**src/rtl/ctrl_pipe_seq_pkg.sv**
```systemverilog
// Shared types for the LC-3b control pipeline: opcodes, ALU ops, the per-stage
// control word and the indirect-sequencer state encoding.
package ctrl_pipe_seq_pkg;

    typedef enum logic [3:0] {
        OpBr   = 4'h0,
        OpAdd  = 4'h1,
        OpLdb  = 4'h2,
        OpStb  = 4'h3,
        OpJsr  = 4'h4,
        OpAnd  = 4'h5,
        OpLdr  = 4'h6,
        OpStr  = 4'h7,
        OpRti  = 4'h8,
        OpNot  = 4'h9,
        OpLdi  = 4'hA,
        OpSti  = 4'hB,
        OpJmp  = 4'hC,
        OpShf  = 4'hD,
        OpLea  = 4'hE,
        OpTrap = 4'hF
    } lc3b_opcode_e;

    typedef enum logic [2:0] {
        alu_add  = 3'd0,
        alu_and  = 3'd1,
        alu_not  = 3'd2,
        alu_pass = 3'd3,
        alu_sll  = 3'd4,
        alu_srl  = 3'd5,
        alu_sra  = 3'd6
    } lc3b_aluop;

    typedef struct packed {
        logic [3:0] opcode;
        logic       valid;
        logic       ind_phase;
        lc3b_aluop  aluop;
        logic [2:0] alumux_sel;
        logic [2:0] pcmux_sel;
        logic       adjmux_sel;
        logic       destmux_sel;
        logic [2:0] regfilemux_sel;
        logic       regfile_load;
        logic       cc_load;
        logic       sr2mux_sel;
        logic       mem2_read;
        logic       mem2_write;
        logic [1:0] mem_mdrmux_sel;
        logic       memadd2mux_sel;
    } lc3b_ctrl_word;

    // No loads, reads or writes, ALU add, every select zero, not valid (a bubble).
    localparam lc3b_ctrl_word CTRL_DEFAULT = '{aluop: alu_add, default: '0};

    typedef logic [0:0] ctrl_state_t;
    localparam ctrl_state_t S_NORM = 1'b0;
    localparam ctrl_state_t S_IND2 = 1'b1;

    function automatic logic is_indirect_op(input logic [3:0] op);
        return (op == OpLdi) || (op == OpSti);
    endfunction

    function automatic logic is_illegal_op(input logic [3:0] op);
        return (op == OpRti) || (op == OpShf) || (op == OpStb) || (op == OpTrap);
    endfunction

endpackage

```
**src/rtl/ctrl_pipe_seq_decode.sv**
```systemverilog
// Combinational LC-3b decoder: (opcode, ir_bits, indirect phase) -> control word.
// phase_i selects the second micro-op of LDI/STI; other opcodes ignore it.
module ctrl_pipe_seq_decode
    import ctrl_pipe_seq_pkg::*;
(
    input  logic [3:0]    opcode_i,
    input  logic [11:0]   ir_bits_i,
    input  logic          phase_i,
    output lc3b_ctrl_word word_o
);

    logic unused_ir;
    assign unused_ir = ^{ir_bits_i[10:6], ir_bits_i[4:0]};

    // Start from the default word and set only the fields each opcode needs.
    always_comb begin
        word_o        = CTRL_DEFAULT;
        word_o.valid  = 1'b1;
        word_o.opcode = opcode_i;
        case (opcode_i)
            OpAdd, OpAnd: begin
                word_o.alumux_sel   = ir_bits_i[5] ? 3'b001 : 3'b100;
                word_o.regfile_load = 1'b1;
                word_o.cc_load      = 1'b1;
                if (opcode_i == OpAnd) word_o.aluop = alu_and;
            end
            OpNot: begin
                word_o.aluop        = alu_not;
                word_o.regfile_load = 1'b1;
                word_o.cc_load      = 1'b1;
            end
            OpBr: begin
                word_o.pcmux_sel = 3'b001;
            end
            OpJmp: begin
                word_o.pcmux_sel = 3'b010;
                word_o.aluop     = alu_pass;
            end
            OpJsr: begin
                word_o.destmux_sel    = 1'b1;
                word_o.regfilemux_sel = 3'b001;
                word_o.regfile_load   = 1'b1;
                if (ir_bits_i[11]) begin
                    word_o.pcmux_sel  = 3'b100;
                    word_o.adjmux_sel = 1'b1;
                end else begin
                    word_o.pcmux_sel  = 3'b010;
                    word_o.aluop      = alu_pass;
                end
            end
            OpLdr, OpLdb: begin
                word_o.mem2_read      = 1'b1;
                word_o.regfile_load   = 1'b1;
                word_o.cc_load        = 1'b1;
                word_o.mem_mdrmux_sel = 2'b01;
                if (opcode_i == OpLdb) begin
                    word_o.alumux_sel     = 3'b011;
                    word_o.mem_mdrmux_sel = 2'b10;
                end
            end
            OpStr: begin
                word_o.sr2mux_sel = 1'b1;
                word_o.mem2_write = 1'b1;
            end
            OpLea: begin
                word_o.regfile_load   = 1'b1;
                word_o.cc_load        = 1'b1;
                word_o.regfilemux_sel = 3'b010;
            end
            OpLdi, OpSti: begin
                if (!phase_i) begin
                    // Phase 1 fetches the pointer; nothing architectural is written.
                    word_o.mem2_read      = 1'b1;
                    word_o.mem_mdrmux_sel = 2'b01;
                end else begin
                    word_o.ind_phase      = 1'b1;
                    word_o.memadd2mux_sel = 1'b1;
                    if (opcode_i == OpLdi) begin
                        word_o.mem2_read    = 1'b1;
                        word_o.regfile_load = 1'b1;
                        word_o.cc_load      = 1'b1;
                    end else begin
                        word_o.sr2mux_sel = 1'b1;
                        word_o.mem2_write = 1'b1;
                    end
                end
            end
            default: begin
                // RTI/SHF/STB/TRAP: valid default word, flagged by the sequencer.
            end
        endcase
    end

endmodule

```
**src/rtl/ctrl_pipe_seq.sv**
```systemverilog
// LC-3b control pipeline: decodes the ID instruction, sequences LDI/STI as two
// memory micro-ops, and carries control words through NUM_STAGES registers with
// stall, flush and bubble insertion.
// Optional macro CTRL_PIPE_PERF_EN builds saturating stall/bubble counters;
// without it the perf ports read zero.
module ctrl_pipe_seq
    import ctrl_pipe_seq_pkg::*;
#(
    parameter int unsigned NUM_STAGES  = 3,
    parameter int unsigned FLUSH_DEPTH = 2   // must not exceed NUM_STAGES
) (
    input  logic                  clk,
    input  logic                  reset,
    input  logic                  id_valid,
    output logic                  id_ready,
    input  logic [3:0]            opcode,
    input  logic [11:0]           ir_bits,
    input  logic                  stall,
    input  logic                  flush,
    output lc3b_ctrl_word         stage_ctrl [NUM_STAGES],
    output logic [NUM_STAGES-1:0] stage_valid,
    output logic                  illegal_op,
    output logic [31:0]           perf_stall_cnt,
    output logic [31:0]           perf_bubble_cnt
);

    lc3b_ctrl_word stage_q [NUM_STAGES];
    lc3b_ctrl_word stage_d [NUM_STAGES];
    ctrl_state_t   state_q, state_d;
    logic          illegal_q, illegal_d;
    lc3b_ctrl_word dec_word;
    logic          emit;
    logic          ind_op;

    assign ind_op = is_indirect_op(opcode);

    // Phase 1 of LDI/STI does not consume the instruction; phase 2 does.
    assign id_ready = !stall && !flush && !(state_q == S_NORM && ind_op);

    ctrl_pipe_seq_decode u_decode (
        .opcode_i  (opcode),
        .ir_bits_i (ir_bits),
        .phase_i   (state_q == S_IND2),
        .word_o    (dec_word)
    );

    // Next state of the pipeline, sequencer and illegal flag.
    always_comb begin
        stage_d   = stage_q;
        state_d   = state_q;
        illegal_d = illegal_q;
        emit      = 1'b0;
        if (flush) begin
            // Squash the young stages, let older ones drain; ID is not consumed.
            stage_d[0] = CTRL_DEFAULT;
            for (int unsigned i = 1; i < NUM_STAGES; i++) begin
                stage_d[i] = (i < FLUSH_DEPTH) ? CTRL_DEFAULT : stage_q[i-1];
            end
            state_d   = S_NORM;
            illegal_d = 1'b0;
        end else if (!stall) begin
            for (int unsigned i = 1; i < NUM_STAGES; i++) begin
                stage_d[i] = stage_q[i-1];
            end
            if (state_q == S_IND2) begin
                emit    = 1'b1;
                state_d = S_NORM;
            end else if (id_valid) begin
                emit = 1'b1;
                if (ind_op) state_d = S_IND2;
            end
            stage_d[0] = emit ? dec_word : CTRL_DEFAULT;
            illegal_d  = emit && is_illegal_op(opcode);
        end
    end

    // Pipeline, sequencer and illegal flag registers with synchronous reset.
    always_ff @(posedge clk) begin
        if (reset) begin
            for (int unsigned i = 0; i < NUM_STAGES; i++) begin
                stage_q[i] <= CTRL_DEFAULT;
            end
            state_q   <= S_NORM;
            illegal_q <= 1'b0;
        end else begin
            stage_q   <= stage_d;
            state_q   <= state_d;
            illegal_q <= illegal_d;
        end
    end

    // Drive per-stage outputs straight from the registers.
    always_comb begin
        for (int unsigned i = 0; i < NUM_STAGES; i++) begin
            stage_ctrl[i]  = stage_q[i];
            stage_valid[i] = stage_q[i].valid;
        end
    end

    assign illegal_op = illegal_q;

`ifdef CTRL_PIPE_PERF_EN
    logic [31:0] stall_cnt_q, stall_cnt_d;
    logic [31:0] bubble_cnt_q, bubble_cnt_d;

    // Saturating counters; a flush cycle is not counted as a stall.
    always_comb begin
        stall_cnt_d  = stall_cnt_q;
        bubble_cnt_d = bubble_cnt_q;
        if (stall && !flush && (stall_cnt_q != '1)) begin
            stall_cnt_d = stall_cnt_q + 32'd1;
        end
        if (!stall && !flush && !stage_d[0].valid && (bubble_cnt_q != '1)) begin
            bubble_cnt_d = bubble_cnt_q + 32'd1;
        end
    end

    // Counter registers.
    always_ff @(posedge clk) begin
        if (reset) begin
            stall_cnt_q  <= '0;
            bubble_cnt_q <= '0;
        end else begin
            stall_cnt_q  <= stall_cnt_d;
            bubble_cnt_q <= bubble_cnt_d;
        end
    end

    assign perf_stall_cnt  = stall_cnt_q;
    assign perf_bubble_cnt = bubble_cnt_q;
`else
    assign perf_stall_cnt  = '0;
    assign perf_bubble_cnt = '0;
`endif

endmodule

```
**config.mk**
```make
export PLATFORM = sky130hd
export DESIGN_NAME = ctrl_pipe_seq
export DESIGN_NICKNAME = d
export VERILOG_FILES = /design/src/rtl/ctrl_pipe_seq_pkg.sv /design/src/rtl/ctrl_pipe_seq_decode.sv /design/src/rtl/ctrl_pipe_seq.sv
export SDC_FILE = /design/constraint.sdc
export NUM_CORES = 1
export LEC_CHECK = 0
export ABC_AREA = 1
export CORE_ASPECT_RATIO = 0.6
export CORE_MARGIN = 4
export CORE_UTILIZATION = 43
export DETAILED_ROUTE_END_ITERATION = 8
export PLACE_DENSITY = 0.89
export SETUP_SLACK_MARGIN = 0.05
export SYNTH_ARGS = -nofsm -noshare
export SYNTH_HDL_FRONTEND = slang
export SYNTH_HIERARCHICAL = 1
export SYNTH_SLANG_ARGS = --single-unit
```
**constraint.sdc**
```tcl
create_clock -name clk -period 1.35 [get_ports clk]
set_input_delay 0.405 -clock clk [delete_from_list [all_inputs] [get_ports clk]]
set_output_delay 0.405 -clock clk [all_outputs]
set_load 0.03 [all_outputs]
```
==> results of run 1 <==
flip-flops by register name, summed over array words and instances, names as in the netlist:
signal and count:
illegal_op 1, stage_ctrl 84, state_q 1
metrics by stage:
stage | power [mW] | util, %
after floorplan | 3.44 | -
after global placement | 3.51 | 54.2
after detailed placement | 3.52 | 54.2
after CTS | 6.42 | 59.0
after global routing | 6.64 | 60.8
final | 6.39 | 60.8
synth_stat cells:
cell                       instances  area, um^2
sky130_fd_sc_hd__nor2_2            2        12.5
sky130_fd_sc_hd__nand2_2           1        6.26
sky130_fd_sc_hd__clkbuf_1          9        33.8
sky130_fd_sc_hd__o21ai_1          23         115
sky130_fd_sc_hd__dfxtp_1          86        1720
sky130_fd_sc_hd__nor3_1            3        15.0
sky130_fd_sc_hd__o21ai_0           9        45.0
sky130_fd_sc_hd__or2_2             1        6.26
sky130_fd_sc_hd__inv_2             7        26.3
sky130_fd_sc_hd__a21oi_1          60         300
sky130_fd_sc_hd__conb_1            3        11.3
sky130_fd_sc_hd__buf_4            83         623
sky130_fd_sc_hd__nand2_1         106         398
sky130_fd_sc_hd__inv_1             9        33.8
sky130_fd_sc_hd__nor2_4            1        11.3
sky130_fd_sc_hd__nand3_1           6        30.0
sky130_fd_sc_hd__buf_6             8        90.1
sky130_fd_sc_hd__o211ai_1         28         210
sky130_fd_sc_hd__inv_4             1        6.26
sky130_fd_sc_hd__nand4_1           1        6.26
sky130_fd_sc_hd__buf_2            10        50.1
sky130_fd_sc_hd__nor2_1           68         255
layer usage:
metal	vias to the layer above	global-route usage, %	part of all wire (%)
met4	0	3.94	0.61
met3	10	6.87	7.3
met5	-	0	0
met2	118	29.2	45
met1	1627	25.6	47
li1	1747	-	-
power by group through the flow:
stage               Combinational [mW]  Clock (mW)  Sequential, mW
floorplan                        0.688           0            2.75
detailed placement               0.851           0            2.67
global route                     0.935        3.08            2.62
CTS                              0.855        2.95            2.62
global placement                 0.840           0            2.67
finish                           0.873        2.90            2.61
critical path: cells and delay by family, from the launching register on:
family | cells | cell delay, ps
buf+inv | 1 | 140
flops | 1 | 330
simple gates | 2 | 330
cell type report:
cell class | instances | area [um^2]
timing repair buffer | 129 | 1300
clock inverter | 6 | 116
fill | 759 | 3440
multi-input combinational | 376 | 1690
sequential | 86 | 1790
inverter | 17 | 66.3
tap | 112 | 140
clock buffer | 10 | 239
cell families after synthesis:
family	Yosys count
AO/OA/AOI/OAI	120
buffers and inverters	127
AND/OR/NAND/NOR	189
other	3
flip-flops	86
repair_timing:
action,in CTS,in global routing
gates resized for setup,38,69
pin swaps,3,2
buffers inserted,2,0
endpoints found under the setup margin,105,100
hold buffers,0,0
cloned,0,0
worst min path at each step:
stage,start,to
floorplan,reset,state_q
global placement,stage_ctrl[57],stage_ctrl[57]
detailed placement,stage_ctrl[57],stage_ctrl[57]
CTS,stage_ctrl[56],stage_ctrl[28]
global route,stage_ctrl[43],stage_ctrl[43]
finish,stage_ctrl[56],stage_ctrl[28]
==> impl_metrics.ini, run 1 <==
[outcome]
result_of_the_run = complete, but fails checks
violations = negative setup slack

[worst_setup_path]
cp.required_ps = 950
crit_path_top_delay_cell = sky130_fd_sc_hd__dfxtp_2
worst-path-max-fanout = 2
crit_path_cell_trace = nor3_4 > nor3_4 > buf_6
cp-start-kind = flop
timing.critical_path.slowest_cell_delay_ps = 330
worst_setup_path_endpoint = id_ready
critical_path.reg2reg.startpoint = state_q
setup.worst_path.end_class = primary output
worstReg2RegEnd = stage_ctrl[63]
crit_path_start = state_q
crit_top_cell = sky130_fd_sc_hd__nor3_4
cp_data_arrival_time_ps = 1140
timing.setup.critical_path_class = reg2out
worstRegToRegCells = 7
reg2reg_slack_ps = 100

[synthesis]
seq_area_frac_synth_pct = 43.0
synthesis.area_um2 = 4010
synth_adder_area_share_pct = 0
ys_ff_latch = 86
gate_count_after_technology_mapping = 525
yosys.cell_types.count = 22
syn-mean-instance-area_um2 = 7.63
area_fraction_in_and_or_nand_and_nor_cells_after_synthesis_pct = 18.5
synth_compound_area_share_pct = 16.7
fraction_of_synthesized_cell_area_in_xor_and_xnor_cells_pct = 0
combinational_family_with_the_most_area_after_synthesis = buffers and inverters
synth-warning-count = 6
post_synth_mux_area_share_pct = 0

[pwr]
vdd.ir_drop.worst_mv = 0.603
sequential_power_share_pct = 40.9
powerDensity_nw_per_um2 = 1200
total_leakage_power_nw = 2.25
p_switching_mw = 1.69
p_comb_share_pct = 13.7
proportion_of_power_drawn_by_the_clock_network_pct = 45.4
cell_internal_pwr_mw = 4.69
power_switching_share_pct = 26.5

[detailed_routing]
final_antenna_net_count = 0
dr_drc_count = 0
routedWlPerCell_um = 14.3
drt-pass1-iter-count = 5
routed_wirelength_mm = 10.6
num_vias = 3502
drtIter0Drc = 271
via_per_inst = 4.76

[sta]
post_route_hold_slack_ps = 477
hold_violations = 0
layout_min_cycle_time_ps = 1550
min_period_over_period_pct = 115
max_clock_freq_mhz = 646
setup_viol = 1
slew_viol_final = 0
worst_clock_skew_ps = 5.64
setup_total_negative_slack_ps = -198
setup_repair_after_global_routing_missed_its_margin = true
final.setup.worst_slack_ps = -198

[finish]
final_area_um2 = 5340
layout_commonest_cell = sky130_fd_sc_hd__nand2_1
layout.cells.non_filler = 736
final_net_count = 640
insertedDiodeCount = 0
layout-area-overhead-vs-synth_pct = 33.3
drive_above_1_share_pct = 33.2
mostFrequentLayoutCells = sky130_fd_sc_hd__nand2_1, sky130_fd_sc_hd__nor2_1, sky130_fd_sc_hd__conb_1, sky130_fd_sc_hd__buf_4, sky130_fd_sc_hd__a21oi_1

[global_routing]
maximum_number_of_pins_on_one_net_before_global_route_repair = 36
grt_pass1_wl_mm = 16.6
antenna_found_initial = 0
global_route.usage.total_pct = 18.9
globalRoute.totalOverflow = 0
first_global_vias = 3198

[die]
die_w_um = 133
boundaryPins = 174
initial_core_util_pct = 45.6
coreArea_um2 = 8780
die_h_um = 82.8
fp.dieArea_um2 = 11000
rows = 26

[cts]
h_tree_depth = 3
cts.sink_count = 86
cts_tree = done
cts_made_buffers = 9
clkSlewWorstSetupHoldPaths_ps = 60
ctsRootBufferMaster = sky130_fd_sc_hd__clkbuf_16
clk_latency_ps = 340
ctsLongestPathBuffers = 2

[run]
timing.max_cap.violations = 0

[placement]
post-place-cells = 719
routabilityCongestion = 0.787
dp_worst_setup_slack_ps = -537
dpl_cell_area_um2 = 4760
io_buffers = 99
place.detailed.hpwl_mm = 7.80

[hold_path]
cells_on_worst_hold_path = 2
hold_path_class = reg2reg
Note: power is estimated with default switching activity, not from simulation.
==> inputs of run 2 (changes only) <==
- HOLD_SLACK_MARGIN: default -> 0.03
- RECOVER_POWER: default -> 100
==> impl_metrics.ini, run 2 (same netlist as run 1, synthesis figures left out) <==
[pwr]
sequential_power_share_pct = 41.0
powerDensity_nw_per_um2 = 1200
cell_internal_pwr_mw = 4.69
p_switching_mw = 1.69
power_switching_share_pct = 26.5
vdd.ir_drop.worst_mv = 0.603
p_comb_share_pct = 13.6
finalPower_mw = 6.38
proportion_of_power_drawn_by_the_clock_network_pct = 45.4
total_leakage_power_nw = 2.25

[hold_path]
hold_path_class = reg2reg

[worst_setup_path]
cp_data_arrival_time_ps = 1140
cp.required_ps = 950
reg2reg_slack_ps = 100
timing.setup.critical_path_class = reg2out
worst-path-max-fanout = 2
crit_family = flip-flops
crit_top_cell = sky130_fd_sc_hd__nor3_4
crit_path_top_delay_cell = sky130_fd_sc_hd__dfxtp_2
timing.critical_path.slowest_cell_delay_ps = 330
crit_path_cell_trace = nor3_4 > nor3_4 > buf_6
setup.worst_path.end_class = primary output
crit_buf_inv = 1
cp-start-kind = flop

[sta]
setup_repair_after_global_routing_missed_its_margin = true
max_clock_freq_mhz = 646
worst_clock_skew_ps = 5.61
slew-limit-headroom_pct = 65.8
setup_viol = 1
worst_pin_slew_ps = 512
slew_viol_final = 0
min_period_over_period_pct = 115
final.setup.worst_slack_ps = -197
layout_min_cycle_time_ps = 1550
hold_violations = 0

[run]
timing.max_cap.violations = 0

[finish]
layout-area-overhead-vs-synth_pct = 32.7
final_area_um2 = 5320
fillers = 766
seq_area_um2 = 1780
insertedDiodeCount = 0
drive_above_1_share_pct = 32.2
mostFrequentLayoutCells = sky130_fd_sc_hd__nand2_1, sky130_fd_sc_hd__nor2_1, sky130_fd_sc_hd__conb_1, sky130_fd_sc_hd__buf_4, sky130_fd_sc_hd__a21oi_1
post-route-util_pct = 60.5
largest_reg_flops = 84
final_net_count = 640
layout_commonest_cell = sky130_fd_sc_hd__nand2_1
multiInputGateArea_um2 = 1690

[detailed_routing]
routed_wirelength_mm = 10.6
via_per_inst = 4.76
drt-pass1-iter-count = 5
dr_drc_count = 0
routedWlPerCell_um = 14.4
drtIter0Drc = 271
final_antenna_net_count = 0
num_vias = 3504

[cts]
ctsRootBufferMaster = sky130_fd_sc_hd__clkbuf_16
h_tree_depth = 3
cts_hold_buf = 0
cts.sink_count = 86
ctsLongestPathBuffers = 2
clk_latency_ps = 340
cts_tree = done
cts_made_buffers = 9
clkSlewWorstSetupHoldPaths_ps = 60

[die]
initial_core_util_pct = 45.6
boundaryPins = 174
coreArea_um2 = 8780
die_h_um = 82.8
die_w_um = 133
fp.dieArea_um2 = 11000
rows = 26

[global_routing]
first_global_vias = 3198
maximum_number_of_pins_on_one_net_before_global_route_repair = 36
global_route.usage.total_pct = 18.9
grt_pass1_wl_mm = 16.6
antenna_found_initial = 0
globalRoute.totalOverflow = 0

[placement]
routabilityCongestion = 0.787
place.detailed.hpwl_mm = 7.80
io_buffers = 99
dpl_cell_area_um2 = 4760

[outcome]
violations = negative setup slack
result_of_the_run = complete, but fails checks
[run 2: cell types whose count changed in the layout (fill, tap and decap cells not counted), sizes merged]
cell,previous run,this run
buf,121,116
clkbuf,10,15
[run 2: per-stage QoR]
step	std cells	TNS, ps	setup WS, ps	hold slack (ps)
after floorplan	589	-38.0	-38.0	586
after global placement	719	-28390	-552	464
after detailed placement	719	-30390	-537	472
after CTS	736	-209	-209	479
after global routing	736	-373	-240	491
final	736	-197	-197	474
[run 2: timing repair]
| action | in CTS | in global routing |
|---|---|---|
| resized for setup | 38 | 69 |
| endpoints found under the setup margin | 105 | 100 |
| pin swaps | 3 | 2 |
| setup buffers | 2 | 0 |
| hold endpoints to repair | 0 | 0 |
[run 2: path summary, 6_finish.rpt]
kind | start | end | depth (start not counted)
worst max-delay path | state_q | id_ready | 3
worst min-delay path | stage_ctrl[43] | stage_ctrl[43] | 2
worst max register to register | state_q | stage_ctrl[63] | 7
worst min register to register | stage_ctrl[43] | stage_ctrl[43] | 2
[run 2: worst register-to-register path, cell delays in order (launching register included)]
cell	delay, ps
sky130_fd_sc_hd__dfxtp_2	350
sky130_fd_sc_hd__buf_4	260
sky130_fd_sc_hd__inv_1	110
sky130_fd_sc_hd__nand3_1	100
sky130_fd_sc_hd__nand2_1	70
sky130_fd_sc_hd__nand3_1	70
sky130_fd_sc_hd__o211ai_1	90
sky130_fd_sc_hd__a21oi_1	130
[run 2: layer usage]
layer | global-route usage (%) | vias to the layer above | wire, um
met1 | 25.6 | 1629 | 4970
met4 | 3.94 | 0 | 60
met5 | 0 | - | 0
li1 | - | 1749 | -
met3 | 6.87 | 8 | 777
met2 | 29.2 | 118 | 4760
[run 2: layout make-up]
class                   instances  area share [%]
repair buffers                129            24.2
clock buffers                  10            4.50
well taps                     112            2.64
clock inverters                 6            2.19
flip-flops and latches         86            33.6
inverters                      17            1.20
multi-input cells             376            31.7
[run 2: power by group through the flow]
stage               sequential, mW  clock, mW  combinational [mW]
finish                        2.61       2.90               0.870
global route                  2.62       3.08               0.932
CTS                           2.62       2.95               0.855
detailed placement            2.67          0               0.851
global placement              2.67          0               0.840
floorplan                     2.75          0               0.688
